[src/rtl/lfsr_rand_gen_mc.sv]
// Multi-channel Galois-LFSR payload generator with a registered
// valid/ready output stream and per-channel reseeding.
module lfsr_rand_gen_mc #(
    parameter int              RW           = 32,
    parameter int              NCH          = 4,
    parameter int              OB           = 1,
    parameter int              STEPS        = 1,
    parameter logic [RW-1:0]   POLY         = {(RW/8){8'hA3}},
    parameter logic [RW-1:0]   DEFAULT_SEED = {{(RW-1){1'b0}}, 1'b1},
    parameter int              CW           = 16
) (
    input  logic                clk,
    input  logic                rst,
    input  logic                i_en,
    input  logic [NCH-1:0]      i_load_mask,
    input  logic [RW-1:0]       i_seed,
    output logic                o_valid,
    input  logic                i_ready,
    output logic [NCH*OB*8-1:0] o_data,
    output logic [CW-1:0]       o_count
);

    localparam int DW = 8 * OB;

    logic [RW-1:0]       state_q [NCH];
    logic [RW-1:0]       state_d [NCH];
    logic [NCH*DW-1:0]   data_q;
    logic [NCH*DW-1:0]   data_d;
    logic                valid_q;
    logic                valid_d;
    logic [CW-1:0]       count_q;
    logic [CW-1:0]       count_d;
    logic [RW-1:0]       seed_eff;
    logic                fire;
    logic                gen;

    function automatic logic [RW-1:0] step1(input logic [RW-1:0] s);
        logic [RW-1:0] taps;
        taps = {POLY[RW-1:1], 1'b0} & {RW{s[RW-1]}};
        return {s[RW-2:0], s[RW-1]} ^ taps;
    endfunction

    function automatic logic [RW-1:0] advance(input logic [RW-1:0] s);
        logic [RW-1:0] t;
        t = s;
        for (int k = 0; k < STEPS; k++) begin
            t = step1(t);
        end
        return t;
    endfunction

    // A zero seed would lock the LFSR, so it maps to the default.
    assign seed_eff = (i_seed == '0) ? DEFAULT_SEED : i_seed;
    assign fire     = valid_q & i_ready;
    assign gen      = i_en & (~valid_q | fire);

    always_comb begin
        data_d  = data_q;
        valid_d = valid_q;
        count_d = count_q;
        for (int c = 0; c < NCH; c++) begin
            state_d[c] = state_q[c];
        end
        if (gen) begin
            valid_d = 1'b1;
            for (int c = 0; c < NCH; c++) begin
                data_d[c*DW +: DW] = state_q[c][DW-1:0];
                state_d[c]         = advance(state_q[c]);
            end
        end else if (fire) begin
            valid_d = 1'b0;
        end
        for (int c = 0; c < NCH; c++) begin
            if (i_load_mask[c]) begin
                state_d[c] = seed_eff;
            end
        end
        if (fire) begin
            count_d = count_q + CW'(1);
        end
    end

    always_ff @(posedge clk) begin
        if (rst) begin
            for (int c = 0; c < NCH; c++) begin
                state_q[c] <= DEFAULT_SEED;
            end
            data_q  <= '0;
            valid_q <= 1'b0;
            count_q <= '0;
        end else begin
            for (int c = 0; c < NCH; c++) begin
                state_q[c] <= state_d[c];
            end
            data_q  <= data_d;
            valid_q <= valid_d;
            count_q <= count_d;
        end
    end

    assign o_valid = valid_q;
    assign o_data  = data_q;
    assign o_count = count_q;

endmodule

[config.mk]
export PLATFORM = sky130hd
export DESIGN_NAME = lfsr_rand_gen_mc
export DESIGN_NICKNAME = d
export VERILOG_FILES = /design/src/rtl/lfsr_rand_gen_mc.sv
export SDC_FILE = /design/constraint.sdc
export NUM_CORES = 1
export LEC_CHECK = 0
export ABC_AREA = 1
export CAP_MARGIN = 20
export CORE_ASPECT_RATIO = 0.6
export CORE_MARGIN = 3
export CORE_UTILIZATION = 56
export CTS_CLUSTER_SIZE = 40
export DETAILED_ROUTE_END_ITERATION = 12
export PLACE_DENSITY = 0.79
export SETUP_SLACK_MARGIN = 0.02
export SKIP_CTS_REPAIR_TIMING = 1
export SYNTH_ARGS = -nofsm -noshare
export SYNTH_HDL_FRONTEND = slang
export SYNTH_SLANG_ARGS = --single-unit
[constraint.sdc]
create_clock -name clk -period 1.5 [get_ports clk]
set_input_delay 0.3 -clock clk [delete_from_list [all_inputs] [get_ports clk]]
set_output_delay 0.3 -clock clk [all_outputs]
set_load 0.005 [all_outputs]
==> metrics.md <==
| Metric | Value |
|---|---|
| Outcome | `completed` |
| HP Class | `input port to register` |
| Crit path depth | `9` |
| Final-report setup violation count | `0` |
| Worst Path Required | `between 1500 and 2000 ps` |
| Placed cells | `around 1,400` |
| Simple-gate share of the synthesized area | `between 20% and 30%` |
| Routed len/inst | `~16 µm` |
| Synth top area share | `between 40 and 50%` |
| Hold Path Stages | `4` |
| Root buffer cell | `clkbuf_16` |
| CTS max path bufs | `2` |
| Worst reg2reg path depth | `8` |
| Post-synthesis adder-cell area fraction | `0.157%` |
| Cell family with the largest share of critical-path delay | `buffers and inverters` |
| Synth-to-Final Area Change | `30.0%` |
| Worst r2r src | `o_count[1]$_SDFFE_PP0P_` |
| Main combinational cell family by area after synthesis | `simple AND/OR/NAND/NOR gates` |
| DRT Pass-1 Iters | `6` |
| Gate Count Post-Synth | `~1,100` |
| CP Cell Sequence | `clkdlybuf4s50_1 > inv_1 > nand2_2 > nand2_2 > buf_12 > clkinv_8 > buf_4 > nand3_1 > a31oi_1` |
| Register area share after synthesis | `44.4%` |
| Initial antenna violation count | `0` |
| Clk_skew | `just over 10 ps` |
| Clock latency on the worst-skew pair | `approximately 420 ps` |
| CP Launch Type | `input port` |
| Synthesized cell area | `between 7000 and 8000 µm²` |
| Chip Width | `160 µm` |
| CP Max Fanout | `36` |
| Buf/Inv on CP | `5` |
| Global-route wire length before repair | `between 30,000 and 40,000 µm` |
| Mean Syn Cell Area | `7.21 µm²` |
| Post-DP Area | `between 9000 and 10,000 µm²` |
| Die ar. | `~16,000 µm²` |
| Dpl hpwl | `16,400 µm` |
| Share of cells above drive strength 1 | `14.7%` |
| Crit-path max cell delay | `around 500 ps` |
| Multi-input gate area | `roughly 3800 µm²` |
| RSZ-0062 raised after global routing | `true` |
| Final hold vios | `0` |
| Final std cells w/o fill | `~1,400` |
| CP most frequent cell | `nand2_2` |
| Min Tclk post-route | `about 1500 ps` |
| Max VDD drop | `0.000742 V` |
| Die Y | `between 90 and 100 µm` |
| Syn_nets | `approximately 1,100` |
| Final nets | `between 1,000 and 1,500` |
| Vias | `a little over 8,000` |
| Compound-gate portion of the synthesized area | `about 15%` |
| Worst hold margin | `around 260 ps` |
| Grt total ovfl | `0` |
| Routed Antenna Nets | `0` |
| LEAKAGE | `between 4 and 5 nW` |
| Max-slew violations | `0` |
| Final instance area | `10,400 µm²` |
| Multiplexer share of the synthesized area | `0%` |
| Critical path class | `input port to register` |
| Crit path max-delay cell type | `clkdlybuf4s50_1` |
| FF+latch area | `between 3000 and 4000 µm²` |
| Yosys warns | `0` |
| Num CTS Buffers | `17` |
| Number of fill cells in the layout | `around 1,000` |
| Num Clock Sinks | `~180` |
| Period Utilization, post-route | `96.7%` |
| Relative slew slack | `76.9%` |
| Hold_sp | `rst` |
| Top Ports | `89` |
| Core Area | `13,800 µm²` |
| Number of global-route vias before repair | `a little over 7,000` |
| FP Rows | `33` |
| Max-Cap Viols | `0` |
| Crit path capture type | `register` |
| Cell taking the most area after synthesis | `dfxtp_1` |
| Largest net degree at the start of global routing | `58` |
| CTS tree | `done` |
| Total negative slack | `0 ps` |
| H-tree level count | `4` |
| Initial core utilization | `between 50 and 60%` |
| Top cells by area, synth | `dfxtp_1, nand2_1, a31oi_1, nor2_1, xor2_1` |
| Initial DRC count | `between 900 and 1,000` |
| Worst flop-to-flop path endpoint | `o_count[12]$_SDFFE_PP0P_` |
| Total Routing Usage GR | `a little under 30%` |
| R2R setup slack | `~60 ps` |
| Pwr dens | `around 1100 nW/µm²` |
| Worst EP arrival | `about 1800 ps` |
| # diodes | `0` |
| Port Buffers | `88` |
| Xor-xnor portion of the synthesized cell area | `around 3.6%` |
| Clock transition at the registers of the reported paths | `around 70 ps` |
| DRC | `0` |
| Register bit total from synthesis | `between 150 and 200` |
| Final wirelength | `roughly 24,000 µm` |
| Gpl congestion | `0.902` |
| Final core occ | `between 70% and 80%` |
| Slew @ Worst Pin | `about 350 ps` |
| F_max | `about 690 MHz` |
| Vias/cell | `5.62` |
| Distinct cells, synth | `32` |
| Worst hold path endpoint | `o_data[24]$_SDFFE_PP0P_` |
## report_power, final
part	leakage (nW)	switching [W]	internal, W
Combinational	3.21	0.000885	0.000711
Sequential	1.47	0.000200	0.00497
Clock	0.274	0.00195	0.00241
Total	4.95	0.00303	0.00809
## worst max path at each step
stage / endpoint / slack [ps] / from
2_1_floorplan: o_count[14]$_SDFFE_PP0P_ / 160 / o_count[1]$_SDFFE_PP0P_
3_3_place_gp: o_data[9]$_SDFFE_PP0P_ / -330 / i_ready
3_5_place_dp: state_q[3][23]$_SDFFE_PP0P_ / -390 / i_ready
4_1_cts: o_count[8] / -170 / o_count[8]$_SDFFE_PP0P_
5_1_grt: o_count[15]$_SDFFE_PP0P_ / -60 / o_valid$_SDFFE_PP0P_
6_report: state_q[0][3]$_SDFFE_PP0P_ / 50 / i_ready
## cells in the mapped netlist, drive strengths merged
library cell and count:
nand2 404, dfxtp 177, a31oi 125, nor2 118, inv 51, o21ai 50
buf 44, a21oi 35, xor2 33, clkbuf 30, nand3 25, nor3 8
nand4 2, nor3b 2, a21o 1, and3 1, ha 1, o21a 1
## tightest hold or removal path, cell delays in order
cell	delay, ps
buf_4	100
inv_1	100
o21ai_0	90
a21oi_1	50
## logic make-up (layout without fill, tap and decap cells)
logic type,Yosys count,in the layout
and+or+nand+nor,560,560
AOI/OAI and AO/OA,212,212
DFF,177,177
buffers and inverters,125,270
xor gates and xnor gates,33,33
adders and majority gates,1,1
## placed cells by master (no fill, tap or decap), types with 2 or more instances in the layout
master / synthesis / final
a21oi_1: 35 / 35
a31oi_1: 125 / 125
buf_12: 1 / 16
buf_4: 11 / 82
buf_6: 13 / 2
clkbuf_16: 0 / 17
clkbuf_8: 0 / 2
clkdlybuf4s50_1: 0 / 38
clkinv_4: 0 / 4
clkinvlp_4: 0 / 3
dfxtp_1: 177 / 151
dfxtp_2: 0 / 20
dfxtp_4: 0 / 6
dlymetal6s2s_1: 0 / 49
inv_1: 46 / 46
inv_2: 4 / 4
inv_6: 1 / 4
nand2_1: 397 / 395
nand2_2: 6 / 8
nand3_1: 24 / 23
nand3_2: 1 / 2
nand4_1: 2 / 2
nor2_1: 111 / 109
nor2_4: 3 / 5
nor2_8: 3 / 3
nor3_1: 7 / 7
nor3b_1: 2 / 2
o21ai_0: 48 / 47
o21ai_1: 2 / 3
xor2_1: 33 / 33
## state kept, by name, summed over array words and instances (netlist names)
register  count
o_data       32
o_valid       1
state_q     128
o_count      16
## cell type report
cell class / count / share of cell area [%]
multi-input cells: 806 / 36.8
inverters: 51 / 1.96
well taps: 192 / 2.31
clock buffers: 20 / 4.40
repair buffers: 187 / 18.8
flip-flops and latches: 177 / 34.6
clock inverters: 12 / 1.18
## metrics by stage
stage / setup WS, ps / total power (W)
6_report: 49.6 / 0.0111
5_1_grt: -64.4 / 0.0115
4_1_cts: -174 / 0.0111
3_5_place_dp: -395 / 0.00683
3_3_place_gp: -326 / 0.00679
2_1_floorplan: 159 / 0.00611
## routing by layer
metal  track usage (%)  wire length, µm
met1              46.1            10800
met2              40.2             9850
met3              6.13             2770
met4              7.00              276
met5                 0                0
(Power assumes the default switching activity.)
